[src/rtl/bus_to_bb_addr_bridge.sv]
// Inbound bus-to-bridge request converter: window check, address
// un-mapping, error capture and a 2-entry FIFO to the bridge side.
module bus_to_bb_addr_bridge #(
  parameter int BB_ADDR_WIDTH      = 12,
  parameter int BUS_ADDR_WIDTH     = 16,
  parameter int BUS_MEM_ADDR_WIDTH = 12,
  parameter int DATA_WIDTH         = 8
) (
  input  logic                      clk,
  input  logic                      rstn,
  input  logic                      bus_req_valid,
  output logic                      bus_req_ready,
  input  logic [BUS_ADDR_WIDTH-1:0] bus_req_addr,
  input  logic                      bus_req_we,
  input  logic [DATA_WIDTH-1:0]     bus_req_wdata,
  output logic                      bb_req_valid,
  input  logic                      bb_req_ready,
  output logic [BB_ADDR_WIDTH-1:0]  bb_addr,
  output logic                      bb_we,
  output logic [DATA_WIDTH-1:0]     bb_wdata,
  output logic                      addr_err,
  output logic [BUS_ADDR_WIDTH-1:0] err_addr,
  output logic [7:0]                err_count,
  input  logic                      err_clr
);

  typedef struct packed {
    logic [BB_ADDR_WIDTH-1:0] addr;
    logic                     we;
    logic [DATA_WIDTH-1:0]    wdata;
  } entry_t;

  // Bits that must be clear for an address to fall inside the window.
  function automatic logic [BUS_ADDR_WIDTH-1:0] bad_mask();
    logic [BUS_ADDR_WIDTH-1:0] m;
    m = '0;
    for (int i = 0; i < BUS_ADDR_WIDTH; i++) begin
      if (i > BUS_MEM_ADDR_WIDTH ||
          (i >= BB_ADDR_WIDTH - 1 && i < BUS_MEM_ADDR_WIDTH))
        m[i] = 1'b1;
    end
    return m;
  endfunction

  localparam logic [BUS_ADDR_WIDTH-1:0] BAD_MASK = bad_mask();

  entry_t     mem [2];
  entry_t     new_entry;
  entry_t     head;
  logic       rd_ptr;
  logic       wr_ptr;
  logic [1:0] count;
  logic       accept;
  logic       in_win;
  logic       push;
  logic       drop;
  logic       pop;

  assign bus_req_ready = (count < 2'd2);
  assign bb_req_valid  = (count != 2'd0);

  assign accept = bus_req_valid & bus_req_ready;
  assign in_win = ((bus_req_addr & BAD_MASK) == '0);
  assign push   = accept & in_win;
  assign drop   = accept & ~in_win;
  assign pop    = bb_req_valid & bb_req_ready;

  always_comb begin
    new_entry       = '0;
    new_entry.addr  = {bus_req_addr[BUS_MEM_ADDR_WIDTH],
                       bus_req_addr[BB_ADDR_WIDTH-2:0]};
    new_entry.we    = bus_req_we;
    new_entry.wdata = bus_req_wdata;
  end

  always_comb begin
    head = '0;
    if (bb_req_valid)
      head = mem[rd_ptr];
  end

  assign bb_addr  = head.addr;
  assign bb_we    = head.we;
  assign bb_wdata = head.wdata;

  always_ff @(posedge clk or negedge rstn) begin
    if (!rstn) begin
      mem[0] <= '0;
      mem[1] <= '0;
      rd_ptr <= 1'b0;
      wr_ptr <= 1'b0;
      count  <= 2'd0;
    end else begin
      if (push) begin
        mem[wr_ptr] <= new_entry;
        wr_ptr      <= ~wr_ptr;
      end
      if (pop)
        rd_ptr <= ~rd_ptr;
      count <= count + {1'b0, push} - {1'b0, pop};
    end
  end

  always_ff @(posedge clk or negedge rstn) begin
    if (!rstn) begin
      addr_err  <= 1'b0;
      err_addr  <= '0;
      err_count <= 8'd0;
    end else begin
      addr_err <= drop;
      if (drop)
        err_addr <= bus_req_addr;
      if (err_clr)
        err_count <= drop ? 8'd1 : 8'd0;
      else if (drop && err_count != 8'hFF)
        err_count <= err_count + 8'd1;
    end
  end

endmodule

[config.mk]
export PLATFORM = sky130hd
export DESIGN_NAME = bus_to_bb_addr_bridge
export DESIGN_NICKNAME = d
export VERILOG_FILES = /design/src/rtl/bus_to_bb_addr_bridge.sv
export SDC_FILE = /design/constraint.sdc
export NUM_CORES = 1
export LEC_CHECK = 0
export ABC_AREA = 1
export ABC_CLOCK_PERIOD_IN_PS = 1400
export CAP_MARGIN = 20
export CORE_UTILIZATION = 39
export DETAILED_ROUTE_END_ITERATION = 7
export PLACE_DENSITY = 0.68
export SLEW_MARGIN = 20
export SYNTH_ARGS = -nofsm -noshare
export SYNTH_HDL_FRONTEND = slang
export SYNTH_SLANG_ARGS = --single-unit
[constraint.sdc]
create_clock -name clk -period 1.4 [get_ports clk]
set_clock_uncertainty 0.1 [all_clocks]
set_input_delay 0.35 -clock clk [delete_from_list [all_inputs] [get_ports clk]]
set_output_delay 0.35 -clock clk [all_outputs]
set_load 0.05 [all_outputs]
==> Word-level counts from Yosys, hierarchy flattened <==
Cells that the tools add are included.
{ "word_totals": {"out_inout_bits": 48, "reg_bits": 71, "word_cells": 44, "in_bits": 30} }
{ "op_classes": {"mux": 10, "reduce_logical": 5, "n_bitwise": 9, "n_eq_ne": 1, "add_sub_neg": 3, "order_cmp": 4} }
{ "ops": {"columns": ["cell", "count"], "rows": [
  ["$mux 21", 5],
  ["$bwmux 42", 1],
  ["$demux 21 s1", 1],
  ["$logic_not 16->1", 1],
  ["$mux 8", 2],
  ["$add 8x1->8 const B", 1],
  ["$ne 8x8->1 const B", 1],
  ["$and 1x1->1", 4],
  ["$ge 2x2->1 const B", 2],
  ["$not 1->2", 2],
  ["$reduce_bool 2->1", 2],
  ["$not 1->1", 3],
  ["$add 2x1->2", 1],
  ["$logic_and 1x1->1", 2],
  ["$lt 2x1->1 const B", 1],
  ["$lt 2x2->1 const B", 1],
  ["$sub 2x1->2", 1],
  ["$mux 1", 1]
]} }

==> Depth between registers and ports, before layout <==
{ "logic_depth": {"depth_word": 6, "depth_mapped": 9, "depth_no_buf": 9} }

==> Worst setup path after synthesis <==
Ideal clock, no wire load.
{ "synth_path": {"path_kind": "reg2out", "start": "register rd_ptr", "end": "output port bb_addr[0]", "t_required_ns": 0.950, "n_path_buf": 1, "slack_ns": -0.630, "arrival_ns": 1.580, "path_stages_with_launch": 5, "path_cell_list": "dfrtp_1 inv_1 clkbuf_1 nand2_1 a21oi_1"} }
{ "synth_via": {"elab_chain_cells": 5} }
{ "synth_lines": {"columns": ["item", "line_no", "source"], "rows": [
  ["start: declaration", "50", "logic rd_ptr;"],
  ["start signal: assignment", "99", "rd_ptr <= ~rd_ptr;"],
  ["$not 1->2 (implied by the code)", "79", "head = mem[rd_ptr];"],
  ["$mux 21 (implied by the code) (3 in a row)", "79", null],
  ["$mux 21", "78", "if (bb_req_valid)"],
  ["end: declaration", "18", "output logic [BB_ADDR_WIDTH-1:0] bb_addr,"]
]} }
No other way between the ends. The select of a mux whose other input is x is not followed.

==> Worst setup path in the final report <==
{ "layout_path": {"start": "register rd_ptr", "end": "output port bb_we"} }
{ "layout_via": {"elab_chain_cells": 5} }
{ "layout_lines": {"columns": ["item", "line_no", "source"], "rows": [
  ["$not 1->2 (implied by the code)", "79", null],
  ["$mux 21 (implied by the code) (3 in a row)", "79", null],
  ["$mux 21", "78", null],
  ["end: declaration", "19", "output logic bb_we,"]
]} }
No other way between the ends. The select of a mux whose other input is x is not followed.

==> flow_summary.yaml <==
sta:
  relSlewSlack: 0.7422
  final-hold-violation-count: 0
  setup_ws_ns: -0.4964
  worst_slew_pin_slew_ns: 0.3853
  max_freq_mhz: 527.3
  fin_crit_sh: 1.355
  post-route-min-period_ns: 1.896
  finalSetupViolCount: 97
  slew_violations: 0
  grt_setup_unrepaired: "yes"
floorplanning:
  start_util: 0.4028
  dieWidth_um: 94.12
  die_y_um: 94.12
  core-area_sq_mm: 0.008217
  dieArea_sq_mm: 0.008858
  rows: 33
  io_pins: 78
cells_and_area:
  nets: 552
  drive_gt1_frac: 0.6362
  diodes: 0
  fin_area_sq_mm: 0.006456
  final_cell_mix: "nand2_2, nand2_1, dfrtp_1"
  layout_commonest_cell: "nand2_2"
  stdcell_count: 630
  syn2layout_area_growth_pct: 95.09
  fill_cells: 462
logic_synthesis:
  synthesis.nets: 413
  syn_avg_cell_area_sq_um: 8.686
  ys_seq_elements: 71
  synth.distinct_cells: 22
  netlist_instances: 381
  syn_area_sq_mm: 0.003309
  ys_warn_count: 0
  seq_area_frac_synth: 0.5369
worst_setup_path:
  r2r-end: "count[1]"
  reg2regPathDepth: 9
  critPathArrivalTime_ns: 1.45
  path_common_cell: "buf_12"
  crit_fanout: 7
  path_cells: "clkinv_4 -> buf_12 -> nand2_4 -> a21oi_4 -> buf_12"
  cp_top_family: "flip-flops"
  crit_slowest_cell: "dfrtp_2"
  critPathLaunchType: "register"
  cp-end-kind: "output port"
  reg2reg_from: "count[1]"
  r2r_slack_ns: -0.40
  crit_required_ns: 0.95
  timing.critical_path.buf_inv: 3
  max_stage_delay_ns: 0.46
  critPathKind: "reg -> out"
routing:
  wl_um: 11000
  drtAntennaViolNets: 0
  wl_per_cell_um: 17.46
  drc: 0
  vias: 3221
  dr.pass1.iters: 4
  drtIter0Drc: 139
  viasPerCell: 5.113
run_status:
  outcome: "finished, violations left"
  violations: "setup timing"
global_route:
  grt_pass1_vias: 3322
  grt_overflow_total: 0
  grt_usage: 0.2580
  antenna_found_initial: 0
  grt_max_degree: 72
  grt_pass1_wl_um: 16870
placement:
  place_area_sq_mm: 0.005177
  placed_cells: 575
  portBuffers: 77
  gp_congestion: 0.7534
  hpwl_um: 5543
hold_path:
  min_from: "bus_req_addr[15]"
  hp-class: "in -> reg"
  worstHoldEndpoint: "err_addr[15]"
  hold_depth: 3
clock_network:
  h-tree-depth: 3
  numCtsBuffers: 9
  cts_tree: "yes"
  cts_sinks: 71
  cts_root_buffer: "clkbuf_8"
  cts.path.max_buffers: 2
  clk_latency_ns: 0.34
  clk_pin_slew_ns: 0.08
pwr:
  irDropWorstVdd_mv: 1.927
  leakagePower_nw: 2.878
  p_per_area_mw_per_mm2: 2272
  finalPower_mw: 14.67
job:
  drv_cap: 0
## layout make-up
type                    count  area, sq um  area share
inverters                  36        146.4     0.02267
clock buffers              13        168.9     0.02616
well taps                 105        131.4     0.02035
clock inverters             3        40.04    0.006202
multi-input cells         256         2087      0.3233
repair buffers            146         2079      0.3221
flip-flops and latches     71         1803      0.2793
## per-stage QoR
step	setup slack [ns]	hold WS [ns]	utilization	setup TNS, ns
floorplan	-0.1533	-0.04559	-	-4.765
global placement	-0.5840	0.2911	0.6301	-37.33
detailed placement	-0.6061	0.2940	0.6301	-38.19
CTS	-0.5184	0.3378	0.7526	-26.25
global route	-0.5297	0.3488	0.7857	-36.81
finish	-0.4964	0.3382	0.7857	-32.28
## Yosys cell counts (all sizes together)
| cell | instances | area, sq um |
|---|---|---|
| buf | 9 | 73.82 |
| o21ai | 62 | 389.1 |
| clkbuf | 10 | 37.54 |
| mux2i | 1 | 10.01 |
| nor2 | 8 | 52.55 |
| nand3 | 16 | 85.08 |
| a21oi | 22 | 113.9 |
| xor2 | 2 | 17.52 |
| dfrtp | 71 | 1777 |
| nand2 | 138 | 563.0 |
| or2 | 1 | 6.260 |
| ha | 2 | 25.02 |
| xnor2 | 2 | 17.52 |
| nand4 | 1 | 6.260 |
| inv | 36 | 135.1 |
## sequential cells by signal (all words and copies together), names as in the netlist
name / count
addr_err: 1
rd_ptr: 1
wr_ptr: 1
count: 2
err_addr: 16
err_count: 8
mem: 42
## how the worst max path moves through the flow
| stage | slack (ns) | from | cells after the start | to |
|---|---|---|---|---|
| 2_1_floorplan | -0.15 | count[1] | 3 | bb_req_valid |
| 3_3_place_gp | -0.58 | bus_req_valid | 8 | mem[29] |
| 3_5_place_dp | -0.61 | bus_req_valid | 10 | count[1] |
| 4_1_cts | -0.52 | rd_ptr | 6 | bb_wdata[0] |
| 5_1_grt | -0.53 | count[0] | 4 | bb_addr[11] |
| 6_report | -0.50 | rd_ptr | 5 | bb_we |
## cells by family after synthesis
| logic type | after synthesis | share of synthesized area |
|---|---|---|
| AND/OR/NAND/NOR | 164 | 0.2155 |
| AO/OA/AOI/OAI | 84 | 0.1520 |
| flip-flops | 71 | 0.5369 |
| buffers and inverters | 55 | 0.07448 |
| XOR/XNOR | 4 | 0.01059 |
| adder cells (fa/ha/maj) | 2 | 0.007560 |
| multiplexers | 1 | 0.003025 |
## layer usage
| layer | global-route usage | wire, um | up-vias |
|---|---|---|---|
| li1 | - | - | 1502 |
| met1 | 0.3161 | 4416 | 1632 |
| met2 | 0.4465 | 6049 | 71 |
| met3 | 0.05421 | 341 | 16 |
| met4 | 0.09231 | 189 | 0 |
| met5 | 0 | 0 | - |
## power breakdown
| part | switching, mW | internal (mW) |
|---|---|---|
| combinational | 4.85 | 4.33 |
| sequential | 0.871 | 2.87 |
| clock | 0.783 | 0.965 |
| total | 6.51 | 8.16 |
## worst register-to-register path, delay by kind of cell (launching register included)
| kind | cells | cell delay [ns] |
|---|---|---|
| and+or+nand+nor | 4 | 0.43 |
| adders and majority gates | 1 | 0.20 |
| xor gates and xnor gates | 1 | 0.13 |
| buffers and inverters | 3 | 0.38 |
| DFF | 1 | 0.44 |
## timing repair
item,CTS,global route
setup buffers,23,15
resized for setup,138,87
gates cloned,13,0
hold buffers,1,0
hold endpoints to repair,71,0
pin swaps,25,10
endpoints found under the setup margin,100,112
Power figures use the tool's default switching activity.
